## src/rtl/ad_nios_lcell_pkg.sv

```systemverilog
// Shared mode enumerations and parameter-derived constants for the lcell counter slice.
package ad_nios_lcell_pkg;

    typedef enum logic [1:0] {
        MODE_UP     = 2'd0,
        MODE_DOWN   = 2'd1,
        MODE_UPDOWN = 2'd2
    } count_mode_e;

    typedef enum logic {
        OUT_REG_ONLY     = 1'b0,
        OUT_COMB_AND_REG = 1'b1
    } output_mode_e;

    localparam int unsigned WIDTH_MAX = 32;

    function automatic logic [31:0] width_mask(input int unsigned width);
        return 32'hFFFF_FFFF >> (WIDTH_MAX - width);
    endfunction

    // Largest reachable count (M-1); MODULUS of 0 selects the full 2**width range.
    function automatic logic [31:0] max_count(input int unsigned width, input int unsigned modulus);
        return (modulus == 0) ? width_mask(width) : 32'(modulus - 1);
    endfunction

    function automatic logic [31:0] power_up_value(input int unsigned width, input int unsigned modulus,
                                                   input int unsigned power_up);
        return (modulus == 0) ? (32'(power_up) & width_mask(width)) : 32'(power_up % modulus);
    endfunction

endpackage

```

## src/rtl/ad_nios_lcell_counter_if.sv

```systemverilog
// Control/data bundle between a counter stage and whatever drives it.
interface ad_nios_lcell_counter_if #(
    parameter int unsigned WIDTH = 8
);
    logic             ena;
    logic             sclr;
    logic             sload;
    logic [WIDTH-1:0] sdata;
    logic             cin;
    logic             updown;
    logic [WIDTH-1:0] regout;
    logic [WIDTH-1:0] combout;
    logic             cout;
    logic             tc;

    modport master (
        output ena, sclr, sload, sdata, cin, updown,
        input  regout, combout, cout, tc
    );

    modport slave (
        input  ena, sclr, sload, sdata, cin, updown,
        output regout, combout, cout, tc
    );
endinterface

```

## src/rtl/ad_nios_lcell_next.sv

```systemverilog
// Combinational next-count selection (clear/load/count/hold) and qualified wrap flag.
module ad_nios_lcell_next
    import ad_nios_lcell_pkg::*;
#(
    parameter int unsigned WIDTH      = 8,
    parameter int unsigned MODULUS    = 0,
    parameter count_mode_e COUNT_MODE = MODE_UP
) (
    input  logic [WIDTH-1:0] i_cur,
    input  logic             i_ena,
    input  logic             i_sclr,
    input  logic             i_sload,
    input  logic [WIDTH-1:0] i_sdata,
    input  logic             i_cin,
    input  logic             i_updown,
    output logic [WIDTH-1:0] o_next,
    output logic             o_wrap
);

    localparam logic [WIDTH-1:0] MAX_VAL = WIDTH'(max_count(WIDTH, MODULUS));

    logic             w_up;
    logic [WIDTH-1:0] w_step;
    logic             w_step_wrap;

    assign w_up = (COUNT_MODE == MODE_UP)   ? 1'b1 :
                  (COUNT_MODE == MODE_DOWN) ? 1'b0 : i_updown;

    // Values loaded at or above M-1 wrap to zero on the next up count.
    always_comb begin
        w_step      = i_cur;
        w_step_wrap = 1'b0;
        if (w_up) begin
            if (i_cur >= MAX_VAL) begin
                w_step      = '0;
                w_step_wrap = 1'b1;
            end else begin
                w_step = i_cur + WIDTH'(1);
            end
        end else begin
            if (i_cur == '0) begin
                w_step      = MAX_VAL;
                w_step_wrap = 1'b1;
            end else begin
                w_step = i_cur - WIDTH'(1);
            end
        end
    end

    always_comb begin
        o_next = i_cur;
        o_wrap = 1'b0;
        if (i_ena) begin
            if (i_sclr) begin
                o_next = '0;
            end else if (i_sload) begin
                o_next = i_sdata;
            end else if (i_cin) begin
                o_next = w_step;
                o_wrap = w_step_wrap;
            end
        end
    end

endmodule

```

## src/rtl/ad_nios_lcell_counter.sv

```systemverilog
// Cascadable modulo counter stage: registered count and wrap pulse, combinational look-ahead and carry.
module ad_nios_lcell_counter
    import ad_nios_lcell_pkg::*;
#(
    parameter int unsigned  WIDTH       = 8,
    parameter int unsigned  MODULUS     = 0,
    parameter int unsigned  POWER_UP    = 0,
    parameter count_mode_e  COUNT_MODE  = MODE_UP,
    parameter output_mode_e OUTPUT_MODE = OUT_COMB_AND_REG
) (
    input  logic                          clk,
    input  logic                          reset,
    ad_nios_lcell_counter_if.slave        bus
);

    localparam logic [WIDTH-1:0] RESET_VAL = WIDTH'(power_up_value(WIDTH, MODULUS, POWER_UP));

    logic [WIDTH-1:0] r_regout;
    logic             r_tc;
    logic [WIDTH-1:0] w_next;
    logic             w_wrap;

    ad_nios_lcell_next #(
        .WIDTH      (WIDTH),
        .MODULUS    (MODULUS),
        .COUNT_MODE (COUNT_MODE)
    ) u_next (
        .i_cur    (r_regout),
        .i_ena    (bus.ena),
        .i_sclr   (bus.sclr),
        .i_sload  (bus.sload),
        .i_sdata  (bus.sdata),
        .i_cin    (bus.cin),
        .i_updown (bus.updown),
        .o_next   (w_next),
        .o_wrap   (w_wrap)
    );

    // Reset overrides everything, including a wrap pending on the same edge.
    always_ff @(posedge clk) begin
        if (reset) begin
            r_regout <= RESET_VAL;
            r_tc     <= 1'b0;
        end else begin
            r_regout <= w_next;
            r_tc     <= w_wrap;
        end
    end

    assign bus.regout  = r_regout;
    assign bus.tc      = r_tc;
    assign bus.cout    = w_wrap;
    assign bus.combout = (OUTPUT_MODE == OUT_REG_ONLY) ? '0 : w_next;

endmodule
```

## src/flat_wrapper.sv

```systemverilog
// flat-port wrapper written by rule: the top's interface ports become plain ports
module ad_nios_lcell_counter_flat import ad_nios_lcell_pkg::*;
#(
    parameter int unsigned  WIDTH       = 8,
    parameter int unsigned  MODULUS     = 0,
    parameter int unsigned  POWER_UP    = 0,
    parameter count_mode_e  COUNT_MODE  = MODE_UP,
    parameter output_mode_e OUTPUT_MODE = OUT_COMB_AND_REG
)
  (clk, reset, bus_ena, bus_sclr, bus_sload, bus_sdata, bus_cin, bus_updown, bus_regout, bus_combout, bus_cout, bus_tc);
  ad_nios_lcell_counter_if #(.WIDTH(WIDTH)) bus_i ();
  input  logic clk;
  input  logic reset;
  input wire logic [$bits(bus_i.ena)-1:0] bus_ena;
  input wire logic [$bits(bus_i.sclr)-1:0] bus_sclr;
  input wire logic [$bits(bus_i.sload)-1:0] bus_sload;
  input wire logic [$bits(bus_i.sdata)-1:0] bus_sdata;
  input wire logic [$bits(bus_i.cin)-1:0] bus_cin;
  input wire logic [$bits(bus_i.updown)-1:0] bus_updown;
  output wire logic [$bits(bus_i.regout)-1:0] bus_regout;
  output wire logic [$bits(bus_i.combout)-1:0] bus_combout;
  output wire logic [$bits(bus_i.cout)-1:0] bus_cout;
  output wire logic [$bits(bus_i.tc)-1:0] bus_tc;
  assign bus_i.ena = bus_ena;
  assign bus_i.sclr = bus_sclr;
  assign bus_i.sload = bus_sload;
  assign bus_i.sdata = bus_sdata;
  assign bus_i.cin = bus_cin;
  assign bus_i.updown = bus_updown;
  assign bus_regout = bus_i.regout;
  assign bus_combout = bus_i.combout;
  assign bus_cout = bus_i.cout;
  assign bus_tc = bus_i.tc;
  ad_nios_lcell_counter #(.WIDTH(WIDTH), .MODULUS(MODULUS), .POWER_UP(POWER_UP), .COUNT_MODE(COUNT_MODE), .OUTPUT_MODE(OUTPUT_MODE)) u_core (.clk(clk), .reset(reset), .bus(bus_i));
endmodule
```

## config.mk

```make
export PLATFORM = sky130hd
export DESIGN_NAME = ad_nios_lcell_counter_flat
export DESIGN_NICKNAME = d
export VERILOG_FILES = /design/src/rtl/ad_nios_lcell_pkg.sv /design/src/rtl/ad_nios_lcell_counter_if.sv /design/src/rtl/ad_nios_lcell_next.sv /design/src/rtl/ad_nios_lcell_counter.sv /design/src/flat_wrapper.sv
export SDC_FILE = /design/constraint.sdc
export NUM_CORES = 1
export LEC_CHECK = 0
export BUFFER_PORTS_ARGS = -buffer_cell sky130_fd_sc_hd__buf_4
export CAP_MARGIN = 15
export CORE_AREA = 2 2 43 45
export DETAILED_ROUTE_END_ITERATION = 12
export DIE_AREA = 0 0 45 47
export GPL_TIMING_DRIVEN = 0
export MAX_ROUTING_LAYER = met4
export PLACE_DENSITY = 0.77
export SLEW_MARGIN = 20
export SYNTH_ARGS = -nofsm -noshare
export SYNTH_HDL_FRONTEND = slang
export SYNTH_SLANG_ARGS = --single-unit
```

## constraint.sdc

```tcl
create_clock -name clk -period 1.51 [get_ports clk]
set_input_delay 0.151 -clock clk [delete_from_list [all_inputs] [get_ports clk]]
set_output_delay 0.151 -clock clk [all_outputs]
set_load 0.05 [all_outputs]
```

==> results.cfg, run 1 <==
[status]
outcome = finished with violations
violations = negative setup slack

[global_route]
grt_pass1_vias = 785
grt_pass1_wl_um = 3620
grt_use_met1 = 0.294
grt_start_max_net_pins = 11
grt_use_met3 = 0.0385
global_route.usage.met2 = 0.423
antenna_found_initial = 0
busiest_layer = met2
track_usage = 0.252
grt_overflow = 0

[critical_path]
cpMaxStageDelayCell = dfxtp_4
ff2ff_setup_slack_ps = -110
endpoint_kind = primary output
worstSetupPathType = flip-flop to primary output
cp-start-kind = flip-flop
crit_path_max_fanout = 4
cp_data_arrival_time_ps = 1670
crit_chain = ha_4, nand4_1, o21ai_4, buf_12, o221ai_4, buf_6
slowest_delay_ps = 370
worst_ep_required_time_ps = 1360

[die]
die_h_um = 47
die_area_um2 = 2120
coreArea_um2 = 1650
io-pin-count = 33
start_util = 0.414
die_x_um = 45
rows = 15

[synth]
syn_inst = 80
synth-seq-cells = 9
ys_seq_area_frac = 0.264
ys.flop_type = dfxtp_1
synth_cell_types = 38
synthArstFlopShare = 0
synth_top_family_by_area = simple AND/OR/NAND/NOR gates
netlist_area_um2 = 683
synth_compound_area_frac = 0.234
synth_edf_count = 0
synthMuxAreaShare = 0.0458
synth-simple-area-share = 0.350
syn_area_per_cell_um2 = 8.54
synth_nets = 96
yosys_warnings = 0
post_synth_xor_area_fraction = 0.0256
synth_fa_ha_area_frac = 0.0183

[timing]
max-slew-margin-rel = 0.556
fin_skew_ps = 4.74
fin_ws_ps = -309
period_needed_ps = 1820
fin_setup_tns_ps = -2250
drv_slew = 0
rsz0062_at_grt = true
hold_viol = 0
fmax_ghz = 0.550
worstMarginPinSlew_ps = 666
final-setup-viol-count = 10
fin_crit_sh = 1.20

[place]
io_buffers = 29
gp_congestion = 0.776
place_hpwl_um = 1560
pre_cts_ws_ps = -241
dpl-instance-area_um2 = 1060

[cells_and_area]
nets = 145
drive_gt1_frac = 0.617
finalInstanceArea_um2 = 1310
antenna_cells = 0
syn_to_final_growth_pct = 91.4
final_core_util = 0.792

[clock_tree]
h-tree-depth = 1
cts_buffers = 3
cts.sinks = 9
cts.path.max_buffers = 2
root_buffer = clkbuf_4
clk_latency_ps = 270
clk_pin_slew_ps = 70
tritoncts = done
cts_hold_buf = 0

[detailed_routing]
vias = 836
drt_pre_antenna_iters = 4
drt_iter0_drc = 21
wl_um = 2590
via_per_inst = 5.77
wl_per_cell_um = 17.9
antenna_left = 0
drc = 0

[pwr]
vdd_drop_max_mv = 0.441
power_density_nw_per_um2 = 537
p_leak_nw = 0.537
finalPower_uw = 703

[min_path]
hold_path.class = input port to flip-flop

[flow_run]
max_cap_viol_count = 0
cells by family after synthesis:
logic type	count (synthesis)
and+or+nand+nor	34
AOI/OAI and AO/OA	22
buffers and inverters	9
DFF	9
muxes	3
xor gates and xnor gates	2
adders and majority gates	1
registers in the layout, indices dropped and copies added, names as in the netlist:
name / count
u_core.bus.regout: 8
u_core.bus.tc: 1
cell usage after synthesis, types with 2 or more instances:
library cell,count,share of area
a21o_1,2,0.022
a21oi_1,4,0.029
a31oi_1,2,0.018
and2_1,3,0.027
dfxtp_1,9,0.26
inv_1,6,0.033
mux2i_1,2,0.029
nand2_1,4,0.022
nand2b_1,2,0.018
nand3_1,5,0.037
nand4_1,3,0.027
nor2b_1,6,0.055
o21ai_0,4,0.029
o221ai_1,3,0.038
xnor2_1,2,0.026
stage by stage:
step / cells / hold WS, ps
after global routing: 145 / 109
after floorplan: 80 / 210
after global placement: 126 / 389
after detailed placement: 126 / 390
final: 145 / 110
after CTS: 138 / 107
metal layers:
layer	part of all wire	vias to the layer above	routed length, um
li1	-	400	-
met1	0.41	405	1060
met2	0.53	27	1380
met3	0.049	4	127
met4	0.010	0	26
met5	0	-	0
worst paths after layout:
check,depth (start not counted),end,startpoint
setup / recovery,6,bus_combout[3],u_core.bus.regout[1]
hold / removal,2,u_core.bus.regout[7],reset
hold reg to reg,2,u_core.bus.regout[7],u_core.bus.regout[7]
setup reg to reg,7,u_core.bus.regout[0],u_core.bus.regout[1]
power by group:
| group | total [mW] | internal (mW) | switching (mW) |
|---|---|---|---|
| Clock | 0.201 | 0.102 | 0.0986 |
| Combinational | 0.254 | 0.106 | 0.148 |
| Sequential | 0.248 | 0.237 | 0.0113 |
| Total | 0.703 | 0.445 | 0.258 |
worst max-delay path, delay by kind of cell, from the launching register on:
kind	cells	cell delay (ps)
flip-flops	1	370
AO/OA/AOI/OAI	2	350
buffers and inverters	2	320
AND/OR/NAND/NOR	1	190
adder cells (fa/ha/maj)	1	160
cells in the final DEF (no fill, tap or decap), types with 3 or more instances in the layout:
cell type  Yosys  routed
nor2b_1        6       6
nand3_1        5       4
nand4_1        3       3
buf_4          0      33
clkbuf_4       0       3
buf_6          1      10
inv_1          6       6
dfxtp_4        0       6
repair_timing:
action                                  in CTS  in global routing
gates cloned                                 0                  0
endpoints found under the hold margin        0                  0
pin swaps                                   11                  8
resized for setup                           18                  4
endpoints found under the setup margin       9                 11
buffers inserted                             8                  7
layout make-up:
cell class                      count  area [um^2]
Multi-Input combinational cell     62          628
Tap cell                           17         21.3
Sequential cell                     9          205
Timing Repair Buffer               44          384
Inverter                            6         22.5
Fill cell                         103          344
Buffer                              3         20.0
Clock buffer                        4         26.3
No activity file was read; power rests on OpenSTA's default activity.
==> run 2, diff against run 1 <==
- CORE_AREA: 2 2 43 45 -> 2 2 42 44
- DIE_AREA: 0 0 45 47 -> 0 0 44 46
- PLACE_DENSITY: 0.77 -> 0.76
- SYNTH_HIERARCHICAL: default -> 1
==> results.cfg, run 2 <==
[status]
outcome = finished with violations
violations = negative setup slack

[cells_and_area]
largest_reg_flops = 8
nets = 133
syn_to_final_growth_pct = 82.3
final_core_util = 0.694
register_area_um2 = 198
drive_gt1_frac = 0.612
multiInputGateArea_um2 = 564
antenna_cells = 0
fillers = 131
finalInstanceArea_um2 = 1120
final_common_cell = buf_4
final_cell_mix = buf_4, nor2b_1, buf_6
final_cells = 133

[critical_path]
cp_data_arrival_time_ps = 1520
cp-start-kind = flip-flop
worst_ep_required_time_ps = 1360
crit_chain = ha_4, nand4_1, or2_4, nand3_4, o221ai_4, buf_6
cpMaxStageDelayCell = dfxtp_4
crit_buf_inv = 1
path_delay_family = simple AND/OR/NAND/NOR gates
crit_path_max_fanout = 5
slowest_delay_ps = 370
worstSetupPathType = flip-flop to primary output
endpoint_kind = primary output

[detailed_routing]
drt_pre_antenna_iters = 4
drc = 0
wl_per_cell_um = 13.7
via_per_inst = 5.38
drt_iter0_drc = 15
vias = 715
wl_um = 1830
antenna_left = 0

[synth]
synth_nets = 94
synthArstFlopShare = 0
yosys_warnings = 6
syn_area_per_cell_um2 = 7.88
yosys-top-cells-count = a21oi_1, nor2b_1, dfxtp_1
syn_inst = 78
synth_top_family_by_area = simple AND/OR/NAND/NOR gates
ys_top_cells_by_area = dfxtp_1, nor2b_1, a21oi_1, nand4_2, nor2_1
synth_compound_area_frac = 0.230
post_synth_xor_area_fraction = 0.0143
ys_seq_area_frac = 0.293
yosys.area.top_type_share = 0.293
netlist_area_um2 = 614
synthMuxAreaShare = 0.0163
synth_fa_ha_area_frac = 0.0204
ys.flop_type = dfxtp_1
synth_edf_count = 0
synth_top_area_cell = dfxtp_1
synth_cell_types = 28
synth-simple-area-share = 0.391
synth-seq-cells = 9

[timing]
rsz0062_at_grt = true
drv_slew = 0
period_needed_ps = 1680
fin_crit_sh = 1.11
fin_setup_tns_ps = -959
max-slew-margin-rel = 0.788
final-setup-viol-count = 9
whs_ps = 117
fin_skew_ps = 8.20
fin_ws_ps = -165
fmax_ghz = 0.597
worstMarginPinSlew_ps = 316
hold_viol = 0

[global_route]
grt_pass1_wl_um = 2910
track_usage = 0.204
grt_start_max_net_pins = 11
grt_overflow = 0
grt_pass1_vias = 647
antenna_found_initial = 0

[pwr]
finalPower_uw = 696
seqPwrFrac = 0.369
vdd_drop_max_mv = 0.310
pwr-share-comb = 0.347
p_clk_frac = 0.284
p_switching_uw = 257
power_density_nw_per_um2 = 622
p_int_uw = 439
swShare = 0.369
p_leak_nw = 0.462

[clock_tree]
clk_latency_ps = 270
cts.sinks = 9
h-tree-depth = 1
clk_pin_slew_ps = 70
cts.path.max_buffers = 2
root_buffer = clkbuf_4
tritoncts = done
cts_buffers = 3
cts_hold_buf = 0

[die]
die_area_um2 = 2020
rows = 15
die_x_um = 44
coreArea_um2 = 1610
io-pin-count = 33
start_util = 0.381
die_h_um = 46

[place]
io_buffers = 29
place_hpwl_um = 1280
pre_cts_ws_ps = 19.2
dpl-instance-area_um2 = 991
gp_congestion = 0.805
dp_cells = 124

[min_path]
hold_path.class = input port to flip-flop

[flow_run]
max_cap_viol_count = 0
==> run 2: cell count changes after synthesis, sizes merged, moves of 2 or more <==
cell / change
nor3: +2
and2: -3
inv: -5
nand3: -4
o221ai: -2
nor2: +6
and3: +3
a21oi: +6
nor2b: +4
==> run 2: logic make-up (layout without fill, tap and decap cells) <==
family	Yosys count	count (layout)
simple gates	39	39
compound gates	23	23
flops	9	9
buf+inv	4	42
fa+ha+maj	1	1
xor+xnor	1	1
mux	1	1
==> run 2: metal layers <==
layer	routed length, um	GRT usage
met1	822	0.239
met2	904	0.329
met3	81	0.0357
met4	17	0.109
met5	0	-
==> run 2: cell type report <==
| type | count | share of cell area |
|---|---|---|
| clock buffers | 4 | 0.0235 |
| plain buffers | 3 | 0.0156 |
| repair buffers | 34 | 0.258 |
| well taps | 17 | 0.0190 |
| multi-input cells | 65 | 0.504 |
| inverters | 1 | 0.00335 |
| flip-flops and latches | 9 | 0.177 |
==> run 2: repair_timing <==
action,CTS,global route
gates resized for setup,14,1
buffers inserted,5,0
setup endpoints to repair,8,9
gates cloned,0,0
pin swaps,7,2
==> run 2: power groups by stage <==
stage | combinational (mW) | clock, mW | sequential (mW)
floorplan | 0.126 | 0 | 0.287
global placement | 0.218 | 0 | 0.263
detailed placement | 0.221 | 0 | 0.263
CTS | 0.240 | 0.209 | 0.257
global route | 0.256 | 0.219 | 0.258
finish | 0.241 | 0.198 | 0.257
==> run 2: path summary, 6_finish.rpt <==
check	startpoint	end	slack (ps)	cells after the start
max	u_core/bus.regout[0]	bus_combout[0]	-170	6
min	reset	u_core/bus.regout[5]	120	2
max reg2reg	u_core/bus.regout[0]	u_core/bus.regout[0]	170	6
min reg2reg	u_core/bus.regout[6]	u_core/bus.regout[6]	660	2
==> run 3, diff against run 2 <==
- CORE_AREA: 2 2 42 44 -> 2 2 40 42
- DIE_AREA: 0 0 44 46 -> 0 0 42 44
- PLACE_DENSITY: 0.76 -> 0.82
- SKIP_LAST_GASP: default -> 1
- clock period: 1.51 -> 2.1 ns (I/O delays scaled with it)
==> results.cfg, run 3 (synthesis gave the netlist of run 2 again) <==
[timing]
drv_slew = 0
whs_ps = 177
hold_viol = 0
fin_setup_tns_ps = 0
max-slew-margin-rel = 0.831
fin_skew_ps = 7.52
fmax_ghz = 0.521
worstMarginPinSlew_ps = 253
final-setup-viol-count = 0
rsz0062_at_grt = false
fin_crit_sh = 0.914
period_needed_ps = 1920

[pwr]
power_density_nw_per_um2 = 505
pwr-share-comb = 0.312
swShare = 0.358
p_int_uw = 304
p_leak_nw = 0.417
finalPower_uw = 473
vdd_drop_max_mv = 0.335
seqPwrFrac = 0.394
p_clk_frac = 0.294
p_switching_uw = 169

[cells_and_area]
final_cell_mix = buf_4, nor2b_1, a21oi_1
largest_reg_flops = 8
register_area_um2 = 183
multiInputGateArea_um2 = 468
final_cells = 127
syn_to_final_growth_pct = 52.3
antenna_cells = 0
final_common_cell = buf_4
nets = 128
fillers = 130
drive_gt1_frac = 0.468

[place]
dp_cells = 123
place_hpwl_um = 1280
gp_congestion = 0.754
io_buffers = 29

[detailed_routing]
antenna_left = 0
drt_iter0_drc = 7
wl_per_cell_um = 13.2
via_per_inst = 5.46
drt_pre_antenna_iters = 4
vias = 693
drc = 0
wl_um = 1680

[global_route]
antenna_found_initial = 0
grt_pass1_wl_um = 2860
grt_pass1_vias = 662
grt_overflow = 0
grt_start_max_net_pins = 11
track_usage = 0.215

[clock_tree]
tritoncts = done
cts_buffers = 3
clk_pin_slew_ps = 70
clk_latency_ps = 260
root_buffer = clkbuf_4
h-tree-depth = 1
cts_hold_buf = 0
cts.sinks = 9
cts.path.max_buffers = 2

[critical_path]
worst_ep_required_time_ps = 1890
endpoint_kind = primary output
cpMaxStageDelayCell = dfxtp_2
crit_path_max_fanout = 5
crit_chain = ha_2, nand4_1, or2_1, nand3_2, o221ai_2, buf_4
cp_data_arrival_time_ps = 1710
ff2ff_setup_slack_ps = 610
cp-start-kind = flip-flop
slowest_delay_ps = 400
worstSetupPathType = flip-flop to primary output

[flow_run]
max_cap_viol_count = 0

[die]
die_x_um = 42
start_util = 0.433
io-pin-count = 33
die_h_um = 44
rows = 14
coreArea_um2 = 1420
die_area_um2 = 1850

[min_path]
hold_path.class = input port to flip-flop

[status]
outcome = finished, final reports clean
[run 3: per-stage QoR]
step                utilization  setup slack [ps]  area (um^2)
detailed placement        0.639               433          907
finish                    0.660               181          936
CTS                       0.658               129          933
global route              0.660              62.4          936
global placement          0.639               452          907
floorplan                     -               135          669
[run 3: final timing paths]
kind	end	startpoint	cells past startpoint
hold / removal	u_core/bus.regout[1]	reset	2
setup / recovery	bus_combout[0]	u_core/bus.regout[1]	6
setup reg to reg	u_core/bus.regout[0]	u_core/bus.regout[1]	6
hold reg to reg	u_core/bus.regout[1]	u_core/bus.regout[1]	2
[run 3: final cells by class]
class,count,share of cell area
repair buffers,29,0.233
inverters,1,0.00401
plain buffers,3,0.0187
clock buffers,4,0.0281
flip-flops and latches,9,0.195
multi-input cells,65,0.500
well taps,16,0.0214
[run 3: worst max-delay path, delay by kind of cell (launching register included)]
kind	cells	cell delay [ps]
buffers and inverters	1	200
AND/OR/NAND/NOR	3	510
adder cells (fa/ha/maj)	1	240
flip-flops	1	400
AO/OA/AOI/OAI	1	100
[run 3: routing by layer]
| layer | GRT usage | vias up | share of wire | wire (um) |
|---|---|---|---|---|
| met4 | 0.135 | 0 | 0.015 | 25 |
| met3 | 0.0375 | 2 | 0.074 | 125 |
| met1 | 0.246 | 312 | 0.44 | 735 |
| met2 | 0.350 | 28 | 0.47 | 796 |
| met5 | - | - | 0 | 0 |
| li1 | - | 351 | - | - |
[run 3: repair_timing]
item                       CTS  global route
resized for setup            0             1
setup endpoints to repair    0             1
buffers inserted             0             0
[run 3: power by group through the flow]
stage / Clock [mW] / Sequential, mW / Combinational [mW]
final: 0.139 / 0.186 / 0.148
after global routing: 0.150 / 0.188 / 0.157
after CTS: 0.142 / 0.186 / 0.148
after detailed placement: 0 / 0.190 / 0.148
after global placement: 0 / 0.190 / 0.146
after floorplan: 0 / 0.207 / 0.0799
